`config.mk`:
```
export PLATFORM = sky130hd
export DESIGN_NAME = delay_fifo_reader
export DESIGN_NICKNAME = d
export VERILOG_FILES = /design/src/rtl/delay_fifo_reader.sv
export SDC_FILE = /design/constraint.sdc
export NUM_CORES = 1
export LEC_CHECK = 0
export ABC_AREA = 1
export CAP_MARGIN = 10
export CORE_AREA = 2 2 271 273
export DETAILED_ROUTE_END_ITERATION = 8
export DIE_AREA = 0 0 273 275
export DONT_BUFFER_PORTS = 1
export GPL_ROUTABILITY_DRIVEN = 0
export GPL_TIMING_DRIVEN = 0
export MAX_ROUTING_LAYER = met4
export PLACE_DENSITY = 0.49
export SYNTH_ARGS = -nofsm -noshare
export SYNTH_HDL_FRONTEND = slang
export SYNTH_SLANG_ARGS = --single-unit
```
`constraint.sdc`:
```
create_clock -name clock -period 3.15 [get_ports clock]
set_input_delay 0.7875 -clock clock [delete_from_list [all_inputs] [get_ports clock]]
set_output_delay 0.7875 -clock clock [all_outputs]
set_load 0.05 [all_outputs]
```
`src/rtl/delay_fifo_reader.sv`:
```
// delay_fifo_reader: first-word-fall-through elastic buffer that absorbs a non-stallable
// sample stream and hands it downstream over valid/ready, with fill level and sticky overflow.
module delay_fifo_reader #(
  parameter int WIDTH = 32,
  parameter int DEPTH = 16,
  parameter int AFULL_LEVEL = 12
) (
  input  logic                     clock,
  input  logic                     reset_n,
  input  logic                     clear,
  input  logic                     validIn,
  input  logic [WIDTH-1:0]         dataIn,
  input  logic                     ready,
  output logic                     validOut,
  output logic [WIDTH-1:0]         dataOut,
  output logic [$clog2(DEPTH):0]   count,
  output logic                     almostFull,
  output logic                     overflow
);
  localparam int AW = $clog2(DEPTH);
  logic [WIDTH-1:0] mem [DEPTH];
  logic [AW:0] wr_q, wr_d, rd_q, rd_d, count_q, count_d;
  logic afull_q, afull_d, ovf_q, ovf_d;
  logic empty, full, push, pop;
  assign empty = wr_q == rd_q;
  assign full = (wr_q[AW-1:0] == rd_q[AW-1:0]) && (wr_q[AW] != rd_q[AW]);
  assign validOut = !empty;
  assign dataOut = mem[rd_q[AW-1:0]];
  assign count = count_q;
  assign almostFull = afull_q;
  assign overflow = ovf_q;
  assign pop = validOut && ready;
  // A full buffer still accepts a push when the same edge frees a slot.
  assign push = validIn && (!full || pop);
  always_comb begin
    wr_d = clear ? '0 : wr_q + (AW+1)'(push);
    rd_d = clear ? '0 : rd_q + (AW+1)'(pop);
    count_d = clear ? '0 : count_q + (AW+1)'(push) - (AW+1)'(pop);
    afull_d = count_d >= (AW+1)'(AFULL_LEVEL);
    ovf_d = !clear && (ovf_q || (validIn && !push));
  end
  always_ff @(posedge clock or negedge reset_n) begin
    if (!reset_n) begin
      wr_q <= '0;
      rd_q <= '0;
      count_q <= '0;
      afull_q <= 1'b0;
      ovf_q <= 1'b0;
    end else begin
      wr_q <= wr_d;
      rd_q <= rd_d;
      count_q <= count_d;
      afull_q <= afull_d;
      ovf_q <= ovf_d;
    end
  end
  always_ff @(posedge clock) begin
    if (push && !clear) mem[wr_q[AW-1:0]] <= dataIn;
  end
endmodule
```
==> flow_summary.toml <==
[cts]
cts_buffer_depth = 3
cts_sinks = 529
clk_pin_slew_ns = 0.06
cts-buffers-inserted = 54
insertion_delay_ns = 0.62
cts_root_buf = "clkbuf_16"
cts_tree = "done"
cts-htree-levels = 2

[timing]
finalMaxSlewViolations = 0
rsz0062_at_grt = "yes"
fin_crit_ns = 3.24
tightestPinTransition_ns = 0.837
setup_viol_count_final = 28
finClkSkew_ns = 0.0175
fmax_ghz = 0.309
whs_ns = 0.263
hold_viol = 0
timing.final.ws_setup_ns = -0.0895
slew_headroom_pct = 44.0
timing.final.crit_share_pct = 103

[global_routing]
grtUsageTotal_pct = 18.0
met3_usage_pct = 2.92
grt_overflow = 0
antenna_found_initial = 1
global_route.usage.met2_pct = 29.0
first_global_vias = 13600
grt_pass1_wl_um = 95000
grt_use_met1_pct = 23.0
top_usage_layer = "met2"
grt_max_degree = 25

[die]
die_h_um = 275
core_um2 = 72300
die_w_um = 273
io_pins = 77
initial_utilization_pct = 29.8
die_area_um2 = 75100
rows = 99

[logic_synthesis]
ys.flop_type = "edfxtp_1"
syn_inst = 1775
synth_seq_area_share_pct = 73.4
yosys_warnings = 0
syn_nets = 1822
yosys.area.top_type = "edfxtp_1"
synth.ff_latch_count = 529
syn_area_per_cell_um2 = 12.1
synth_area_leaders = "edfxtp_1, nor2_1, nand3_1"
synth_edf_count = 512
syn_area_um2 = 21500
synthDistinctLibCells = 27
yosys-top-cells-count = "edfxtp_1, nor2_1, nand3_1"
post-synth-top-count-cell = "edfxtp_1"
synth_top_area_share_pct = 71.4
async_flop_share_pct = 3.21

[pwr]
ir_drop_mv = 0.406
seqPwrFrac_pct = 45.5
powerDensity_nw_per_um2 = 674
p_int_w = 0.0124
fin_total_pwr_w = 0.0175
p_comb_share_pct = 18.8
p_leak_nw = 8.71
power_frac_clock_pct = 35.7
p_switching_w = 0.00510
power_switching_share_pct = 29.2

[placement]
io_buffer_count = 0
dpl.hpwl_um = 42700

[worst_setup_path]
critPathMaxFanout = 10
startpoint_type = "flip-flop"
r2r_slack_ns = 0.15
worstRegToRegCells = 20
max_stage_delay_ns = 0.40
path_class = "flip-flop to output pin"
crit_chain = "buf_12 > inv_12 > buf_12 > buf_8 > buf_12 > buf_12 > nor2_2 > nor2_1 > o21ai_1 > nand3_1 > nand3_2 > nand2_4"
startpoint = "rd_q[0]"
timing.rr.end = "almostFull"
crit_top_cell = "buf_12"
cp_data_arrival_time_ns = 2.45
cp-end-kind = "output pin"
r2r-start = "rd_q[0]"
cp_slowest_cell = "dfrtp_1"
required_ns = 2.36
crit_end = "dataOut[23]"

[cells_and_area]
drive_gt1_share_pct = 17.5
antennaDiodeCount = 0
layout.nets = 1913
fillers = 7011
area_growth_pct = 20.5

[routing]
avgRoutedWirePerCell_um = 22.8
viasPerCell = 4.90
firstDrtPassIters = 5
ant_nets = 0
drtIter0Drc = 1396
drt_wl_total_um = 65300
vias = 14000
drc = 0

[run_status]
violations = "setup timing"
status = "finished with violations"

[worst_hold_path]
min_path_type = "primary input to flip-flop"

[job]
drv_cap = 0
-- cells in the final DEF, fill, tap and decap left out, drive strengths merged --
cell / Yosys / layout
nand2: 98 / 98
inv: 43 / 45
o211ai: 15 / 15
o21ai: 245 / 245
bufbuf: 0 / 1
xor2: 1 / 1
bufinv: 0 / 5
clkinv: 0 / 23
a31oi: 1 / 1
ha: 9 / 9
nand4: 3 / 3
clkdlybuf4s15: 0 / 1
dlygate4sd3: 0 / 1
edfxtp: 512 / 512
dfrtp: 17 / 17
fa: 1 / 1
nand3: 197 / 197
buf: 75 / 104
xnor2: 2 / 2
a21oi: 8 / 8
clkbuf: 33 / 101
nor2: 515 / 515
-- power groups by stage --
stage	Sequential (W)	Combinational, W	Clock [W]
floorplan	0.00809	0.00187	0
global placement	0.00810	0.00275	0
detailed placement	0.00810	0.00279	0
CTS	0.00795	0.00324	0.00634
global route	0.00795	0.00355	0.00660
finish	0.00795	0.00329	0.00623
-- what timing repair did --
item	4_1_cts	5_1_grt
resized for setup	216	30
hold endpoints to repair	17	0
pin swaps	29	20
hold buffers	1	0
endpoints found under the setup margin	37	34
buffers inserted	12	4
gates cloned	2	1
-- per-stage QoR --
stage          utilization (%)  area (um2)  setup TNS (ns)  cells  setup WS, ns
2_1_floorplan                -       21500               0   1775        0.0640
3_3_place_gp              31.4       22700         -597.39   2734         -1.90
3_5_place_dp              32.1       23200           -2.14   2750        -0.392
4_1_cts                   35.7       25800           -2.03   2859       -0.0962
5_1_grt                   35.8       25900           -4.92   2864        -0.196
6_report                  35.8       25900           -1.23   2864       -0.0895
-- kinds of logic (layout without fill, tap and decap cells) --
kind of cell             Yosys count  in the layout  synth area share, %
XOR/XNOR                           3              3                0.122
adder cells (fa/ha/maj)           10             10                0.616
AO/OA/AOI/OAI                    269            269                 6.43
flip-flops                       529            529                 73.4
buffers and inverters            151            281                 3.63
AND/OR/NAND/NOR                  813            813                 15.8
-- routing by layer --
layer / part of all wire, % / up-vias
met5: 0 / -
met2: 48 / 447
met1: 43 / 7046
li1: - / 6448
met4: 2.9 / 0
met3: 6.2 / 104
-- cell type report --
cell class	instances	area [um2]	area share, %
clock inverters	30	282	1.09
inverters	43	176	0.680
flip-flops and latches	529	15800	60.9
repair buffers	36	641	2.47
plain buffers	107	892	3.44
well taps	959	1200	4.63
clock buffers	65	1390	5.37
multi-input cells	1095	5550	21.4
-- worst min path at each step --
| stage | startpoint | endpoint | slack (ns) | depth (start not counted) |
|---|---|---|---|---|
| after global placement | wr_q[4] | wr_q[4] | 0.47 | 1 |
| after CTS | dataIn[25] | mem[10][25] | 0.23 | 0 |
| final | dataIn[26] | mem[12][26] | 0.26 | 0 |
| after floorplan | wr_q[4] | wr_q[4] | 0.45 | 1 |
| after global routing | dataIn[30] | mem[14][30] | 0.23 | 0 |
| after detailed placement | wr_q[4] | wr_q[4] | 0.47 | 1 |
-- critical path: cells and delay by family, from the launching register on --
kind | cells | cell delay [ns]
buffers and inverters | 6 | 0.78
and+or+nand+nor | 5 | 0.54
AOI/OAI and AO/OA | 1 | 0.08
DFF | 1 | 0.40
-- state kept, by name, indices dropped and copies added, names as in the netlist --
signal	cells
almostFull	1
rd_q	5
count	5
wr_q	5
overflow	1
mem	512
(Power assumes the default switching activity.)
